<file path="src/rtl/spi_pkg.sv">
// Shared types and constants for the two-requester SPI master.
package spi_pkg;

  typedef enum logic [2:0] {
    S_IDLE  = 3'd0,
    S_SETUP = 3'd1,
    S_HIGH  = 3'd2,
    S_LOW   = 3'd3,
    S_GAP   = 3'd4
  } state_t;

  localparam int unsigned DEFAULT_WIDTH = 10;
  localparam int unsigned NUM_REQ       = 2;

endpackage

</file>
<file path="src/rtl/spi_master_arb_if.sv">
// Requester handshake and SPI pin bundle for spi_master_arb.
interface spi_master_arb_if #(
  parameter int unsigned width = spi_pkg::DEFAULT_WIDTH
) ();
  import spi_pkg::*;

  logic [NUM_REQ-1:0] req;
  logic [width-1:0]   tx_data0;
  logic [width-1:0]   tx_data1;
  logic [NUM_REQ-1:0] grant;
  logic [NUM_REQ-1:0] done;
  logic [width-1:0]   rx_data;
  logic               busy;
  logic               sclk;
  logic               ssel;
  logic               mosi;
  logic               miso;

  modport master (
    input  req, tx_data0, tx_data1, miso,
    output grant, done, rx_data, busy, sclk, ssel, mosi
  );

  modport slave (
    output req, tx_data0, tx_data1, miso,
    input  grant, done, rx_data, busy, sclk, ssel, mosi
  );

endinterface

</file>
<file path="src/rtl/spi_tick_gen.sv">
// Half-period timer: one-cycle tick after clk_div cycles in the current state.
module spi_tick_gen #(
  parameter int unsigned clk_div = 4
) (
  input  logic clock,
  input  logic reset,
  input  logic i_hold,
  output logic o_tick
);
  localparam int unsigned  CW   = (clk_div > 1) ? $clog2(clk_div) : 1;
  localparam logic [CW-1:0] LAST = CW'(clk_div - 1);

  logic [CW-1:0] r_cnt;

  // Every non-idle state change happens on a tick, so clearing on tick
  // (and holding at zero while idle) restarts the count on each state change.
  always_ff @(posedge clock) begin
    if (reset || i_hold || o_tick) r_cnt <= '0;
    else                           r_cnt <= r_cnt + 1'b1;
  end

  assign o_tick = !i_hold && (r_cnt == LAST);

endmodule

</file>
<file path="src/rtl/spi_master_arb.sv">
// Round-robin arbitrated SPI mode-0 master for two on-chip requesters.
module spi_master_arb
  import spi_pkg::*;
#(
  parameter int unsigned width    = DEFAULT_WIDTH,
  parameter int unsigned clk_div  = 4,
  parameter int unsigned ssel_gap = 2
) (
  input  logic             clock,
  input  logic             reset,
  spi_master_arb_if.master bus
);
  localparam int unsigned   BW       = $clog2(width + 1);
  localparam int unsigned   GW       = (ssel_gap > 1) ? $clog2(ssel_gap) : 1;
  localparam logic [BW-1:0] BITS     = BW'(width);
  localparam logic [GW-1:0] GAP_LAST = GW'(ssel_gap - 1);

  state_t             r_state;
  logic [NUM_REQ-1:0] r_grant;
  logic [NUM_REQ-1:0] r_done;
  logic               r_last;
  logic [width-1:0]   r_tx;
  logic [width-1:0]   r_rx;
  logic [width-1:0]   r_rx_data;
  logic [BW-1:0]      r_bitcnt;
  logic [GW-1:0]      r_gap;
  logic               r_sclk;
  logic               r_ssel;

  logic               w_idle;
  logic               w_tick;
  logic               w_win;
  logic [NUM_REQ-1:0] w_grant;
  logic [width-1:0]   w_tx_sel;

  assign w_idle = (r_state == S_IDLE);

  spi_tick_gen #(.clk_div(clk_div)) u_tick (
    .clock  (clock),
    .reset  (reset),
    .i_hold (w_idle),
    .o_tick (w_tick)
  );

  // Round-robin pick: on a tie the requester not served last wins.
  always_comb begin
    w_win = bus.req[1];
    if (&bus.req) w_win = ~r_last;
    w_grant  = w_win ? 2'b10 : 2'b01;
    w_tx_sel = w_win ? bus.tx_data1 : bus.tx_data0;
  end

  // Transfer sequencer: arbitration, sclk generation, shifting, framing.
  always_ff @(posedge clock) begin
    if (reset) begin
      r_state   <= S_IDLE;
      r_grant   <= '0;
      r_done    <= '0;
      r_last    <= 1'b1;
      r_tx      <= '0;
      r_rx      <= '0;
      r_rx_data <= '0;
      r_bitcnt  <= '0;
      r_gap     <= '0;
      r_sclk    <= 1'b0;
      r_ssel    <= 1'b1;
    end else begin
      r_done <= '0;
      case (r_state)
        S_IDLE: begin
          if (|bus.req) begin
            r_state  <= S_SETUP;
            r_grant  <= w_grant;
            r_last   <= w_win;
            r_tx     <= w_tx_sel;
            r_ssel   <= 1'b0;
            r_sclk   <= 1'b0;
            r_bitcnt <= BITS;
          end
        end
        S_SETUP: begin
          if (w_tick) begin
            r_state  <= S_HIGH;
            r_sclk   <= 1'b1;
            r_rx     <= {r_rx[width-2:0], bus.miso};
            r_bitcnt <= r_bitcnt - 1'b1;
          end
        end
        S_HIGH: begin
          // mosi is the tx register MSB; skipping the final shift holds the last bit.
          if (w_tick) begin
            r_state <= S_LOW;
            r_sclk  <= 1'b0;
            if (r_bitcnt != '0) r_tx <= r_tx << 1;
          end
        end
        S_LOW: begin
          if (w_tick) begin
            if (r_bitcnt == '0) begin
              r_state   <= S_GAP;
              r_ssel    <= 1'b1;
              r_done    <= r_grant;
              r_rx_data <= r_rx;
              r_gap     <= '0;
            end else begin
              r_state  <= S_HIGH;
              r_sclk   <= 1'b1;
              r_rx     <= {r_rx[width-2:0], bus.miso};
              r_bitcnt <= r_bitcnt - 1'b1;
            end
          end
        end
        S_GAP: begin
          r_grant <= '0;
          if (w_tick) begin
            if (r_gap == GAP_LAST) r_state <= S_IDLE;
            else                   r_gap   <= r_gap + 1'b1;
          end
        end
        default: r_state <= S_IDLE;
      endcase
    end
  end

  assign bus.grant   = r_grant;
  assign bus.done    = r_done;
  assign bus.rx_data = r_rx_data;
  assign bus.busy    = !w_idle;
  assign bus.sclk    = r_sclk;
  assign bus.ssel    = r_ssel;
  assign bus.mosi    = r_tx[width-1];

endmodule

</file>
<file path="src/flat_wrapper.sv">
// flat-port wrapper written by rule: the top's interface ports become plain ports
module spi_master_arb_flat import spi_pkg::*;
#(
  parameter int unsigned width    = DEFAULT_WIDTH,
  parameter int unsigned clk_div  = 4,
  parameter int unsigned ssel_gap = 2
)
  (clock, reset, bus_req, bus_tx_data0, bus_tx_data1, bus_miso, bus_grant, bus_done, bus_rx_data, bus_busy, bus_sclk, bus_ssel, bus_mosi);
  spi_master_arb_if #(.width(width)) bus_i ();
  input  logic clock;
  input  logic reset;
  input wire logic [$bits(bus_i.req)-1:0] bus_req;
  input wire logic [$bits(bus_i.tx_data0)-1:0] bus_tx_data0;
  input wire logic [$bits(bus_i.tx_data1)-1:0] bus_tx_data1;
  input wire logic [$bits(bus_i.miso)-1:0] bus_miso;
  output wire logic [$bits(bus_i.grant)-1:0] bus_grant;
  output wire logic [$bits(bus_i.done)-1:0] bus_done;
  output wire logic [$bits(bus_i.rx_data)-1:0] bus_rx_data;
  output wire logic [$bits(bus_i.busy)-1:0] bus_busy;
  output wire logic [$bits(bus_i.sclk)-1:0] bus_sclk;
  output wire logic [$bits(bus_i.ssel)-1:0] bus_ssel;
  output wire logic [$bits(bus_i.mosi)-1:0] bus_mosi;
  assign bus_i.req = bus_req;
  assign bus_i.tx_data0 = bus_tx_data0;
  assign bus_i.tx_data1 = bus_tx_data1;
  assign bus_i.miso = bus_miso;
  assign bus_grant = bus_i.grant;
  assign bus_done = bus_i.done;
  assign bus_rx_data = bus_i.rx_data;
  assign bus_busy = bus_i.busy;
  assign bus_sclk = bus_i.sclk;
  assign bus_ssel = bus_i.ssel;
  assign bus_mosi = bus_i.mosi;
  spi_master_arb #(.width(width), .clk_div(clk_div), .ssel_gap(ssel_gap)) u_core (.clock(clock), .reset(reset), .bus(bus_i));
endmodule
</file>
<file path="config.mk">
export PLATFORM = sky130hd
export DESIGN_NAME = spi_master_arb_flat
export DESIGN_NICKNAME = d
export VERILOG_FILES = /design/src/rtl/spi_pkg.sv /design/src/rtl/spi_master_arb_if.sv /design/src/rtl/spi_tick_gen.sv /design/src/rtl/spi_master_arb.sv /design/src/flat_wrapper.sv
export SDC_FILE = /design/constraint.sdc
export NUM_CORES = 1
export LEC_CHECK = 0
export BUFFER_PORTS_ARGS = -buffer_cell sky130_fd_sc_hd__buf_2
export CAP_MARGIN = 20
export CORE_MARGIN = 2
export CORE_UTILIZATION = 56
export CTS_CLUSTER_DIAMETER = 30
export DETAILED_ROUTE_END_ITERATION = 8
export PLACE_DENSITY = 0.78
export SYNTH_ARGS = -nofsm -noshare
export SYNTH_HDL_FRONTEND = slang
export SYNTH_HIERARCHICAL = 1
export SYNTH_SLANG_ARGS = --single-unit
export TNS_END_PERCENT = 20
</file>
<file path="constraint.sdc">
create_clock -name clock -period 5.7 [get_ports clock]
set_clock_uncertainty 0.2 [all_clocks]
set_input_delay 1.14 -clock clock [delete_from_list [all_inputs] [get_ports clock]]
set_output_delay 1.14 -clock clock [all_outputs]
set_load 0.01 [all_outputs]
</file>
==> results.yml <==
clocking:
  clk_path_buf_depth: 2
  root_buffer: "clkbuf_4"
  hold_buffers: 0
  tritoncts: "done"
  cts_setup_buffers: 0
  htree_levels: 2
  cts_buffers: 5
  clkTransAtPathRegs_ns: 0.14
  cts_sinks: 47
  clk_latency_ns: 0.37
  cts_resized: 0
die:
  start_util: 0.600
  fp-row-count: 21
  core-area_sq_um: 3420
  die_y_um: 64.5
  io_pins: 43
  die_x_um: 64.5
  die_area_sq_um: 4160
detailed_routing:
  wl_mm: 4.17
  avgRoutedWirePerCell_um: 12.9
  antenna_left: 0
  drt_iter0_drc: 85
  dr.pass1.iters: 4
  viasPerCell: 5.49
  vias: 1772
  route.detailed.drc: 0
finish:
  syn2layout_area_growth_pct: 12.8
  diodes: 0
  drive_gt1_frac: 0.242
  layout.nets: 304
  fillers: 310
sta:
  drv_slew: 0
  fin_crit_ns: 3.19
  worst_pin_slew_ns: 0.915
  finalHoldViolations: 0
  tns_ns: 0
  maxSlewHeadroom: 0.386
  setup-violations-final: 0
  max_freq_ghz: 0.314
  fin_crit_sh: 0.559
  rsz0062_at_grt: "false"
yosys:
  syn-num-nets: 272
  yosysMostFrequentCell: "nand2_1"
  synth-main-ff-cell: "dfxtp_1"
  ys_top_cells_by_count: "61 x nand2_1, 47 x dfxtp_1, 29 x a21oi_1"
  yosysUniqueCellTypes: 45
  ys_async_sr_fraction: 0
  synth_top_area_frac: 0.459
  synth.avg_cell_area_sq_um: 8.40
  ys_seq_area_frac: 0.459
  ys_warn_count: 6
  yosys.area.top_type: "dfxtp_1"
  synth_area_sq_um: 2050
  netlist_top_cells_area: "dfxtp_1 46%, nand2_1 11%, a21oi_1 7.1%"
  synth_edf_count: 0
  postSynthCellCount: 244
  ys_ff_latch: 47
power:
  power.share.clock: 0.340
  peakVddDrop_mv: 0.189
  p_sw_frac: 0.240
  intPower_w: 0.000477
  combPwrFrac: 0.105
  p_leak_nw: 0.934
  p_total_w: 0.000627
  p_sw_w: 0.000151
  pwr-share-seq: 0.555
  power_density_nw_per_um2: 271
worst_setup_path:
  cp-end-kind: "output port"
  reg2reg_slack_ns: 2.75
  cp-endpoint: "bus_busy"
  critPathLaunch: "u_core/r_state[2]"
  worstReg2RegEnd: "u_core/r_tx[7]"
  r2r_cells: 6
  worstPathArrival_ns: 1.85
  path_class: "reg2out"
  crit_path_start_kind: "register"
  path_max_fanout: 14
  critPathRequiredTime_ns: 4.36
  r2r-start: "u_core/r_state[2]"
placement:
  numPortBuffers: 42
  place_congestion: 0.770
  post-dp-hpwl_mm: 2.92
global_routing:
  grtUsageMet2: 0.385
  grt_max_degree: 42
  met1_usage: 0.256
  grt_pass1_wl_mm: 7.11
  track_usage: 0.216
  busiest_layer: "met2"
  grt_pass1_vias: 1660
  grt-ovfl-total: 0
  grt_use_met3: 0.0556
  antenna_found_initial: 0
flow_run:
  drv_cap: 0
hold_path:
  hold_class: "reg2reg"
status:
  status: "finished clean"
==> metal layers <==
layer / wire length, um / vias to the layer above
met4: 41 / 0
met3: 276 / 4
met1: 1830 / 800
met2: 2020 / 51
li1: - / 917
met5: 0 / -
==> layout by cell type, fill, tap and decap left out, types with 2 or more instances in the layout <==
master	count
a211oi_1	2
or2_2	8
buf_2	42
inv_1	3
a32o_1	8
clkbuf_4	5
dfxtp_1	47
nor3_1	2
ha_1	3
or3_1	2
nor2_1	10
a22oi_1	2
o21a_1	2
a32oi_1	3
nor3b_1	2
nand2b_1	3
nor2b_1	3
a21oi_1	29
and3_1	3
nand2_1	61
nand3_1	11
o21ai_0	2
==> worst min-delay path by stage <==
stage / startpoint / to / cells after the start
floorplan: u_core/u_tick/r_cnt[0] / u_core/u_tick/r_cnt[0] / 1
global placement: u_core/u_tick/r_cnt[0] / u_core/u_tick/r_cnt[0] / 1
detailed placement: u_core/u_tick/r_cnt[0] / u_core/u_tick/r_cnt[0] / 1
CTS: u_core/u_tick/r_cnt[0] / u_core/u_tick/r_cnt[0] / 1
global route: u_core/u_tick/r_cnt[0] / u_core/u_tick/r_cnt[0] / 1
finish: u_core/u_tick/r_cnt[0] / u_core/u_tick/r_cnt[0] / 1
==> power by group through the flow <==
stage / clock network (W) / registers, W / logic, W
after CTS: 0.000219 / 0.000348 / 0.0000660
after global placement: 0 / 0.000355 / 0.0000642
after floorplan: 0 / 0.000354 / 0.0000465
after global routing: 0.000233 / 0.000350 / 0.0000744
after detailed placement: 0 / 0.000356 / 0.0000656
final: 0.000213 / 0.000348 / 0.0000656
==> stage by stage <==
step,util,instance area (sq um),hold WS [ns],std cells,worst slack (ns)
3_3_place_gp,0.651,2220,0.223,315,2.81
2_1_floorplan,-,2050,0.208,244,3.20
3_5_place_dp,0.651,2220,0.228,315,2.72
5_1_grt,0.677,2310,0.269,323,2.20
6_report,0.677,2310,0.245,323,2.51
4_1_cts,0.677,2310,0.250,323,2.51
==> registers in the layout (all words and copies together), names as in the netlist, 2 cells and up <==
signal / cells
u_core/bus.done: 2
u_core/bus.grant: 2
u_core/r_rx: 10
u_core/r_state: 3
u_core/r_tx: 10
u_core/bus.rx_data: 10
u_core/r_bitcnt: 4
u_core/u_tick/r_cnt: 2
==> cell type report <==
cell class | instances | area [sq um] | share of cell area
multi-input cells | 176 | 996 | 0.431
well taps | 46 | 57.6 | 0.0249
inverters | 3 | 11.3 | 0.00487
clock buffers | 6 | 51.3 | 0.0222
repair buffers | 43 | 218 | 0.0941
clock inverters | 2 | 38.8 | 0.0168
flip-flops and latches | 47 | 941 | 0.407
==> logic make-up (layout without fill, tap and decap cells) <==
kind of cell    Yosys count  count (layout)  synth area share
simple gates            114             114             0.271
flops                    47              47             0.459
mux                       1               1           0.00549
fa+ha+maj                 3               3            0.0183
buf+inv                  21              54            0.0555
compound gates           58              58             0.191
==> critical path: stages, from the launching register on <==
cell and delay (ns):
dfxtp_1 0.45, nor3_1 0.75, inv_1 0.11, buf_2 0.18
(Power assumes the default switching activity.)
